--- config.mk ---
export PLATFORM = sky130hd
export DESIGN_NAME = fetch_instruction_queue
export DESIGN_NICKNAME = d
export VERILOG_FILES = /design/src/rtl/decode_pkg.sv /design/src/rtl/fetch_queue_storage.sv /design/src/rtl/fetch_instruction_queue.sv
export SDC_FILE = /design/constraint.sdc
export NUM_CORES = 1
export LEC_CHECK = 0
export ABC_AREA = 0
export CAP_MARGIN = 0
export CORE_AREA = 2 2 265 267
export CTS_BUF_LIST = sky130_fd_sc_hd__clkbuf_16
export DETAILED_ROUTE_END_ITERATION = 8
export DIE_AREA = 0 0 267 269
export PLACE_DENSITY = 0.86
export SETUP_SLACK_MARGIN = 0.3
export SLEW_MARGIN = 20
export SYNTH_ARGS = -nofsm -noshare
export SYNTH_HDL_FRONTEND = slang
export SYNTH_SLANG_ARGS = --single-unit
--- constraint.sdc ---
create_clock -name clock_i -period 8.55 [get_ports clock_i]
set_input_delay 1.71 -clock clock_i [delete_from_list [all_inputs] [get_ports clock_i]]
set_output_delay 1.71 -clock clock_i [all_outputs]
set_load 0.01 [all_outputs]
--- src/rtl/decode_pkg.sv ---
// Shared decode-stage definitions: datapath widths, the fetch-queue entry layout and the
// instruction-format one-hot encodings.
package decode_pkg;

    localparam int unsigned AddrWidth  = 64;
    localparam int unsigned InstrWidth = 32;
    localparam int unsigned PidWidth   = 20;
    localparam int unsigned TidWidth   = 16;
    localparam int unsigned MajIdWidth = 64;

    typedef struct packed {
        logic [InstrWidth-1:0] instruction;
        logic [AddrWidth-1:0]  address;
        logic [PidWidth-1:0]   pid;
        logic [TidWidth-1:0]   tid;
        logic [MajIdWidth-1:0] maj_id;
    } fetch_entry_t;

    localparam int unsigned FetchEntryWidth = $bits(fetch_entry_t);

    // Instruction-format one-hots produced by decode stage 1.
    localparam int unsigned FmtWidth = 6;
    localparam logic [FmtWidth-1:0] FmtR = 6'b000001;
    localparam logic [FmtWidth-1:0] FmtI = 6'b000010;
    localparam logic [FmtWidth-1:0] FmtS = 6'b000100;
    localparam logic [FmtWidth-1:0] FmtB = 6'b001000;
    localparam logic [FmtWidth-1:0] FmtU = 6'b010000;
    localparam logic [FmtWidth-1:0] FmtJ = 6'b100000;

endpackage

--- src/rtl/fetch_queue_storage.sv ---
// Depth x EntryWidth register array for the fetch queue: one synchronous write port and one
// asynchronous read port. Contents are not reset; validity is tracked by the owner's pointers.
module fetch_queue_storage #(
    parameter int unsigned Depth      = 4,
    parameter int unsigned PtrWidth   = 2,
    parameter int unsigned EntryWidth = 8
) (
    input  logic                  clock_i,
    input  logic                  wr_en_i,
    input  logic [PtrWidth-1:0]   wr_ptr_i,
    input  logic [EntryWidth-1:0] wr_data_i,
    input  logic [PtrWidth-1:0]   rd_ptr_i,
    output logic [EntryWidth-1:0] rd_data_o
);

    logic [EntryWidth-1:0] mem_q [Depth];

    always_ff @(posedge clock_i) begin
        if (wr_en_i) begin
            mem_q[wr_ptr_i] <= wr_data_i;
        end
    end

    assign rd_data_o = mem_q[rd_ptr_i];

endmodule

--- src/rtl/fetch_instruction_queue.sv ---
// Fetch-to-decode instruction queue: tags each accepted word with a major ID, buffers it and
// presents one per cycle. Define FETCH_QUEUE_BYPASS_EN to forward words into an empty queue.
module fetch_instruction_queue
    import decode_pkg::*;
#(
    parameter int unsigned addressWidth            = AddrWidth,
    parameter int unsigned instructionWidth        = InstrWidth,
    parameter int unsigned PidSize                 = PidWidth,
    parameter int unsigned TidSize                 = TidWidth,
    parameter int unsigned instructionCounterWidth = MajIdWidth,
    parameter int unsigned QueueDepth              = 4,
    parameter int unsigned QueuePtrWidth           = 2
) (
    input  logic                                 clock_i,
    input  logic                                 resetn_i,
    input  logic                                 fetchValid_i,
    input  logic [0:instructionWidth-1]          instruction_i,
    input  logic [0:addressWidth-1]              instructionAddress_i,
    input  logic [0:PidSize-1]                   instructionPid_i,
    input  logic [0:TidSize-1]                   instructionTid_i,
    input  logic                                 flush_i,
    input  logic                                 stall_i,
    output logic                                 fetchStall_o,
    output logic                                 outputEnable_o,
    output logic [0:instructionWidth-1]          instruction_o,
    output logic [0:addressWidth-1]              instructionAddress_o,
    output logic [0:PidSize-1]                   instructionPid_o,
    output logic [0:TidSize-1]                   instructionTid_o,
    output logic [0:instructionCounterWidth-1]   instructionMajId_o,
    output logic [0:QueuePtrWidth]               queueCount_o
);

    localparam int unsigned EntryWidth =
        instructionWidth + addressWidth + PidSize + TidSize + instructionCounterWidth;
    localparam logic [QueuePtrWidth:0] FullCount = (QueuePtrWidth+1)'(QueueDepth);

    logic [QueuePtrWidth-1:0]           wr_ptr_q, wr_ptr_d, rd_ptr_q, rd_ptr_d;
    logic [QueuePtrWidth:0]             count_q, count_d;
    logic [instructionCounterWidth-1:0] maj_id_q, maj_id_d;
    logic                               out_en_q, out_en_d;
    logic [0:instructionWidth-1]        instr_q, instr_d;
    logic [0:addressWidth-1]            addr_q, addr_d;
    logic [0:PidSize-1]                 pid_q, pid_d;
    logic [0:TidSize-1]                 tid_q, tid_d;
    logic [0:instructionCounterWidth-1] maj_out_q, maj_out_d;

    logic [EntryWidth-1:0]              wr_entry, rd_entry;
    logic [0:instructionWidth-1]        ent_instr;
    logic [0:addressWidth-1]            ent_addr;
    logic [0:PidSize-1]                 ent_pid;
    logic [0:TidSize-1]                 ent_tid;
    logic [0:instructionCounterWidth-1] ent_maj;

    logic full, push, push_fifo, pop, bypass;

    assign full = (count_q == FullCount);
    assign push = fetchValid_i && !full && !flush_i;
    assign pop  = !flush_i && !stall_i && (count_q != '0);

`ifdef FETCH_QUEUE_BYPASS_EN
    assign bypass = push && !stall_i && (count_q == '0);
`else
    assign bypass = 1'b0;
`endif

    // A bypassed word goes straight to the output registers and never occupies a slot.
    assign push_fifo = push && !bypass;

    assign wr_entry = {instruction_i, instructionAddress_i, instructionPid_i, instructionTid_i,
                       maj_id_q};
    assign {ent_instr, ent_addr, ent_pid, ent_tid, ent_maj} = rd_entry;

    fetch_queue_storage #(
        .Depth      (QueueDepth),
        .PtrWidth   (QueuePtrWidth),
        .EntryWidth (EntryWidth)
    ) u_storage (
        .clock_i   (clock_i),
        .wr_en_i   (push_fifo),
        .wr_ptr_i  (wr_ptr_q),
        .wr_data_i (wr_entry),
        .rd_ptr_i  (rd_ptr_q),
        .rd_data_o (rd_entry)
    );

    always_comb begin
        wr_ptr_d  = wr_ptr_q;
        rd_ptr_d  = rd_ptr_q;
        count_d   = count_q;
        maj_id_d  = maj_id_q;
        out_en_d  = out_en_q;
        instr_d   = instr_q;
        addr_d    = addr_q;
        pid_d     = pid_q;
        tid_d     = tid_q;
        maj_out_d = maj_out_q;

        if (flush_i) begin
            // The major ID counter survives a flush so IDs are never reused.
            wr_ptr_d = '0;
            rd_ptr_d = '0;
            count_d  = '0;
            out_en_d = 1'b0;
        end else begin
            if (push) begin
                maj_id_d = maj_id_q + instructionCounterWidth'(1);
            end
            if (push_fifo) begin
                wr_ptr_d = wr_ptr_q + QueuePtrWidth'(1);
            end
            if (pop) begin
                rd_ptr_d = rd_ptr_q + QueuePtrWidth'(1);
            end
            unique case ({push_fifo, pop})
                2'b10:   count_d = count_q + (QueuePtrWidth+1)'(1);
                2'b01:   count_d = count_q - (QueuePtrWidth+1)'(1);
                default: count_d = count_q;
            endcase

            if (!stall_i) begin
                if (pop) begin
                    out_en_d  = 1'b1;
                    instr_d   = ent_instr;
                    addr_d    = ent_addr;
                    pid_d     = ent_pid;
                    tid_d     = ent_tid;
                    maj_out_d = ent_maj;
                end else if (bypass) begin
                    out_en_d  = 1'b1;
                    instr_d   = instruction_i;
                    addr_d    = instructionAddress_i;
                    pid_d     = instructionPid_i;
                    tid_d     = instructionTid_i;
                    maj_out_d = maj_id_q;
                end else begin
                    out_en_d  = 1'b0;
                end
            end
        end
    end

    always_ff @(posedge clock_i or negedge resetn_i) begin
        if (!resetn_i) begin
            wr_ptr_q  <= '0;
            rd_ptr_q  <= '0;
            count_q   <= '0;
            maj_id_q  <= '0;
            out_en_q  <= 1'b0;
            instr_q   <= '0;
            addr_q    <= '0;
            pid_q     <= '0;
            tid_q     <= '0;
            maj_out_q <= '0;
        end else begin
            wr_ptr_q  <= wr_ptr_d;
            rd_ptr_q  <= rd_ptr_d;
            count_q   <= count_d;
            maj_id_q  <= maj_id_d;
            out_en_q  <= out_en_d;
            instr_q   <= instr_d;
            addr_q    <= addr_d;
            pid_q     <= pid_d;
            tid_q     <= tid_d;
            maj_out_q <= maj_out_d;
        end
    end

    assign fetchStall_o         = full;
    assign outputEnable_o       = out_en_q;
    assign instruction_o        = instr_q;
    assign instructionAddress_o = addr_q;
    assign instructionPid_o     = pid_q;
    assign instructionTid_o     = tid_q;
    assign instructionMajId_o   = maj_out_q;
    assign queueCount_o         = count_q;

endmodule

==> out/metrics.yaml, run 1 <==
status: "finished clean"
max_stage_delay_ns: 0.92
dp_slack_ns: 2.97
powerDensity_mw_per_mm2: 289
grt_first_pass_wirelength_mm: 128
fp-row-count: 97
ioPinCount: 338
fin_cells: 3587
synth_top_area_frac: 0.604
regArea_sq_mm: 0.0303
synth_cells: 2183
tns_ns: 0
synth_top_family_by_area: "multiplexers"
cts_root_buffer: "clkbuf_16"
cp_slowest_cell: "and2_4"
start_util: 0.563
die_width_um: 267
postRouteWirelength_mm: 84.5
crit_fanout: 131
final.min_clock_period_ns: 4.90
synth.most_common_cell: "edfxtp_1"
drc: 0
hold_class: "reg -> reg"
p_leak_nw: 16.7
whs_ns: 0.477
insertion_delay_ns: 0.65
grt_max_degree: 134
first_iter_violations: 1908
grt_overflow: 0
dp_hpwl_mm: 48.2
critPathRequiredTime_ns: 8.80
slew-limit-headroom: 0.237
total_power_w: 0.0135
async_flop_share: 0.255
synth-compound-area-share: 0.00167
area_growth_pct: 19.7
synth_mux_area_frac: 0.114
io_buffers: 337
synth_xor_area_frac: 0.0150
finalSetupViolations: 0
drive_above_1_share: 0.147
tightest_slew_ns: 1.14
yosysSeqAreaShare: 0.776
regToRegSetupSlack_ns: 4.69
path_cells: "clkdlybuf4s50_1, nand2_1, nor2_1, and2_4, buf_12"
timing_worst_setup_path_type: "in -> reg"
ir_drop_mv: 0.213
vias_per_cell: 5.72
grt_pass1_vias: 21600
cts_sinks: 1052
die_h_um: 269
numCtsBuffers: 100
cts_tree: "built"
post_cts_resized: 0
fin_crit_sh: 0.573
synth_simple_gate_area_frac: 0.0798
rsz0062_at_grt: "no"
multi_input_area_sq_mm: 0.00831
synth_edf_count: 784
finClkSkew_ns: 0.0245
synth_largest_area_cell: "edfxtp_1"
maxCapViolCount: 0
nets: 2691
antenna_found_initial: 12
startpoint_type: "input port"
first_pass_iters: 5
cp.arrival_ns: 5.16
post_cts_buffers: 0
ctsHtreeMaxLevel: 3
synth_top_cells_by_count: "edfxtp_1, nand2_1, dfrtp_1"
maxSlewViolCount: 0
synth_area_sq_mm: 0.0390
ant_nets: 0
synth_area_leaders: "edfxtp_1, dfrtp_1, mux4_2"
gp_congestion: 0.810
wl_per_cell_um: 23.5
ctsHoldBuffers: 0
post_synth_fa_ha_maj_area_fraction: 0.00212
cp-end-kind: "register"
hold_viol: 0
grt_use_total: 0.238
ys.flop_type: "edfxtp_1"
core_sq_mm: 0.0693
synth_cell_types: 45
clk_path_buf_depth: 3
max_freq_mhz: 204
syn-num-nets: 2326
dieArea_sq_mm: 0.0718
dr_total_vias: 20500
yosys_warnings: 0
clk_pin_slew_worst_paths_ns: 0.06
setup_ws_ns: 3.65
fillers: 4242
synth_area_per_cell_sq_um: 17.9
synth_seq_cells: 1052
placedCellCount: 3386
==> state kept, by name, summed over array words and instances, names as in the netlist, 2 cells and up <==
name                  count
instructionAddress_o     64
instructionMajId_o       64
instructionPid_o         20
instructionTid_o         16
instruction_o            32
maj_id_q                 64
queueCount_o              3
rd_ptr_q                  2
u_storage.mem_q         784
wr_ptr_q                  2
==> metrics by stage <==
step	utilization	instance area [sq um]
floorplan	-	39000
global placement	0.626	43400
detailed placement	0.626	43400
CTS	0.673	46600
global route	0.674	46700
finish	0.674	46700
==> layer usage <==
metal | GRT usage | vias up | wire length [um] | share of wire
li1 | - | 8898 | - | -
met3 | 0.0408 | 175 | 5330 | 0.063
met2 | 0.399 | 838 | 43700 | 0.52
met1 | 0.310 | 10600 | 32300 | 0.38
met5 | 0 | - | 27 | 0.00032
met4 | 0.108 | 4 | 3070 | 0.036
==> worst max-delay path, delay by kind of cell <==
| family | cells | cell delay, ns |
|---|---|---|
| AND/OR/NAND/NOR | 3 | 1.77 |
| buffers and inverters | 2 | 1.24 |
==> power breakdown <==
| group | internal, W | total [W] | leakage (nW) | switching [W] |
|---|---|---|---|---|
| combinational | 0.00134 | 0.00260 | 4.79 | 0.00126 |
| clock | 0.00249 | 0.00435 | 1.69 | 0.00186 |
| sequential | 0.00613 | 0.00653 | 10.2 | 0.000405 |
==> placed cells by master (no fill, tap or decap), drive strengths merged, types with 4 or more instances in the layout <==
cell / Yosys / final
clkdlybuf4s50: 0 / 336
nand4: 23 / 23
and4: 4 / 4
nand2: 613 / 613
bufinv: 0 / 10
clkbuf: 57 / 103
inv: 15 / 42
ha: 5 / 5
dfrtp: 268 / 268
nand3: 23 / 23
clkinv: 0 / 46
edfxtp: 784 / 784
nor3: 17 / 17
clkinvlp: 0 / 4
xor2: 35 / 35
diode: 0 / 11
nor2: 23 / 23
mux4: 196 / 196
nor4: 17 / 17
and2: 5 / 5
xnor2: 32 / 32
and3: 5 / 5
buf: 37 / 21
==> area by class of cell <==
cell class | count | share of cell area
multi-input cells | 1022 | 0.178
diodes | 11 | 0.000590
inverters | 15 | 0.00121
clock inverters | 87 | 0.0147
repair buffers | 357 | 0.0767
flip-flops and latches | 1052 | 0.648
clock buffers | 103 | 0.0552
well taps | 940 | 0.0252
==> logic make-up (layout without fill, tap and decap cells) <==
logic type / after synthesis / count (layout)
flops: 1052 / 1052
simple gates: 740 / 740
mux: 199 / 199
buf+inv: 109 / 562
xor+xnor: 67 / 67
compound gates: 10 / 10
fa+ha+maj: 6 / 6
other cells: 0 / 11
==> path summary, 6_finish.rpt <==
kind | start | end | depth (start not counted)
worst max-delay path | fetchValid_i | u_storage.mem_q[3][31]$_DFFE_PP_ | 5
max in group asynchronous | resetn_i | rd_ptr_q[0]$_DFFE_PN0P_ | 2
worst min register to register | instructionMajId_o[30]$_DFFE_PN0P_ | instructionMajId_o[30]$_DFFE_PN0P_ | 2
min in group asynchronous | resetn_i | instructionMajId_o[38]$_DFFE_PN0P_ | 1
worst max register to register | queueCount_o[2]$_DFFE_PN0P_ | u_storage.mem_q[3][31]$_DFFE_PP_ | 5
worst min-delay path | instructionMajId_o[30]$_DFFE_PN0P_ | instructionMajId_o[30]$_DFFE_PN0P_ | 2
Note: power is estimated with default switching activity, not from simulation.
==> run 2: changes to the inputs <==
--- a/config.mk
+++ b/config.mk
@@ -7,11 +7,11 @@
 export LEC_CHECK = 0
 export ABC_AREA = 0
 export CAP_MARGIN = 0
-export CORE_AREA = 2 2 265 267
+export CORE_AREA = 2 2 277 279
 export CTS_BUF_LIST = sky130_fd_sc_hd__clkbuf_16
 export DETAILED_ROUTE_END_ITERATION = 8
-export DIE_AREA = 0 0 267 269
-export PLACE_DENSITY = 0.86
+export DIE_AREA = 0 0 279 281
+export PLACE_DENSITY = 0.83
 export SETUP_SLACK_MARGIN = 0.3
 export SLEW_MARGIN = 20
 export SYNTH_ARGS = -nofsm -noshare
==> constraint.sdc (replaced) <==
create_clock -name clock_i -period 4.3 [get_ports clock_i]
set_input_delay 0.86 -clock clock_i [delete_from_list [all_inputs] [get_ports clock_i]]
set_output_delay 0.86 -clock clock_i [all_outputs]
set_load 0.01 [all_outputs]
==> out/metrics.yaml, run 2 (synthesis results as in run 1) <==
status: "finished clean"  # unchanged
start_util: 0.517  # was 0.563
sw_frac_of_total: 0.257  # was 0.262
cts_sinks: 1052  # unchanged
intPower_w: 0.0204  # was 0.00995 W
dp_slack_ns: 0.743  # was 2.97 ns
drc: 0  # unchanged
gp_congestion: 0.800  # was 0.810
vias_per_cell: 5.63  # was 5.72
ctsHtreeMaxLevel: 3  # unchanged
ir_drop_mv: 0.416  # was 0.213 mV
slew-limit-headroom: 0.412  # was 0.237
core_sq_mm: 0.0754  # was 0.0693 sq mm
first_iter_violations: 1704  # was 1908
p_leak_nw: 17.0  # was 16.7 nW
drive_above_1_share: 0.158  # was 0.147
mostFrequentLayoutCells: "edfxtp_1, nand2_1, clkdlybuf4s50_1"  # unchanged
final.min_clock_period_ns: 3.38
cts_root_buffer: "clkbuf_16"  # unchanged
numCtsBuffers: 101  # was 100
io_buffers: 337  # unchanged
dieArea_sq_mm: 0.0784  # was 0.0718 sq mm
grt_overflow: 0  # unchanged
hold_viol: 0  # unchanged
largest_register_ffs: 784  # unchanged
timing_worst_setup_path_type: "reg -> out"  # was in -> reg
area_growth_pct: 21.5  # was 19.7%
die_h_um: 281  # was 269 um
dr_total_vias: 20500  # about the same
final_common_cell: "edfxtp_1"  # unchanged
post_cts_resized: 0  # unchanged
maxCapViolCount: 0  # unchanged
maxSlewViolCount: 0  # unchanged
whs_ns: 0.202  # was 0.477 ns
nets: 2715  # was 2691
powerDensity_mw_per_mm2: 578  # was 289 mW/mm^2
power.net_switching_w: 0.00705  # was 0.00353 W
power.share.sequential: 0.475  # was 0.484
fp-row-count: 101  # was 97
final_core_util: 0.628  # was 0.674
cp-end-kind: "output pin"  # was register
hold_class: "in -> async"  # was reg -> reg
cts_tree: "built"  # unchanged
ant_nets: 0  # unchanged
startpoint_type: "register"  # was input port
cp.arrival_ns: 2.52  # was 5.16 ns
wl_per_cell_um: 23.2  # was 23.5 um
fillers: 4956  # was 4242
ioPinCount: 338  # unchanged
comb_power_share: 0.189  # was 0.193
post_cts_buffers: 0  # unchanged
dp_hpwl_mm: 50.3  # was 48.2 mm
clk_pin_slew_worst_paths_ns: 0.06  # about the same
finalSetupViolations: 0  # unchanged
first_pass_iters: 7  # was 5
die_width_um: 279  # was 267 um
total_power_w: 0.0274  # was 0.0135 W
fin_cells: 3649  # was 3587
finClkSkew_ns: 0.0216  # was 0.0245 ns
setup_ws_ns: 0.918  # was 3.65 ns
rsz0062_at_grt: "no"  # unchanged
insertion_delay_ns: 0.65  # about the same
clk_path_buf_depth: 3  # unchanged
postRouteWirelength_mm: 84.6  # was 84.5 mm
grt_pass1_vias: 22200  # was 21600
grt_max_degree: 106  # was 134
ctsHoldBuffers: 0  # unchanged
placedCellCount: 3447  # was 3386
regMostFlops: "u_storage.mem_q"  # unchanged
tightest_slew_ns: 0.883  # was 1.14 ns
max_freq_mhz: 296
crit_fanout: 8  # was 131
antenna_found_initial: 15  # was 12
pwr-share-clk: 0.336  # was 0.323
fin_crit_sh: 0.787
grt_use_total: 0.220  # was 0.238
grt_first_pass_wirelength_mm: 130  # was 128 mm
critPathRequiredTime_ns: 3.44  # was 8.80 ns
[run 2: cell types whose count changed in the layout (fill, tap and decap cells not counted), sizes merged]
cell / before / now
clkinv: 46 / 42
inv: 42 / 37
diode: 11 / 13
buf: 21 / 44
bufinv: 10 / 18
[run 2: power by group through the flow]
stage	registers [W]	clock network, W	logic (W)
3_3_place_gp	0.0131	0	0.00508
5_1_grt	0.0131	0.00973	0.00561
4_1_cts	0.0130	0.00936	0.00529
6_report	0.0130	0.00920	0.00519
2_1_floorplan	0.0133	0	0.00209
3_5_place_dp	0.0132	0	0.00520
[run 2: path summary, 6_finish.rpt]
check | depth (start not counted) | end | start | slack (ns)
max in group asynchronous | 2 | instructionAddress_o[36]$_DFFE_PN0P_ | resetn_i | 2.98
worst max-delay path | 3 | fetchStall_o | queueCount_o[0]$_DFFE_PN0P_ | 0.92
worst max register to register | 5 | u_storage.mem_q[0][182]$_DFFE_PP_ | queueCount_o[0]$_DFFE_PN0P_ | 1.44
worst min register to register | 2 | instructionMajId_o[63]$_DFFE_PN0P_ | instructionMajId_o[63]$_DFFE_PN0P_ | 0.47
worst min-delay path | 1 | instructionTid_o[13]$_DFFE_PN0P_ | resetn_i | 0.20
min in group clock_i | 2 | instructionMajId_o[63]$_DFFE_PN0P_ | instructionMajId_o[63]$_DFFE_PN0P_ | 0.47
[run 2: metal layers]
layer	global-route usage	vias up	wire length, um
li1	-	8937	-
met5	0	-	26
met2	0.370	730	43000
met3	0.0457	179	5510
met1	0.279	10700	33200
met4	0.0939	4	2850
[run 2: through the flow]
step	area, sq um	setup TNS (ns)
2_1_floorplan	39000	-67.32
3_3_place_gp	43900	0
3_5_place_dp	43900	0
4_1_cts	47400	0
5_1_grt	47400	0
6_report	47400	0
[run 2: critical path, stage by stage (launching register included)]
cell and delay, ns:
dfrtp_1 0.48, or3b_2 0.54, inv_2 0.15, clkdlybuf4s50_1 0.71
[run 2: area by class of cell]
type	count	area, sq um	share of cell area
antenna	13	32.5	0.000686
clock buffer	103	2580	0.0544
timing repair buffer	380	4030	0.0850
sequential	1052	30300	0.638
inverter	15	56.3	0.00119
multi-input combinational	1022	8310	0.175
clock inverter	86	905	0.0191
tap	978	1220	0.0258
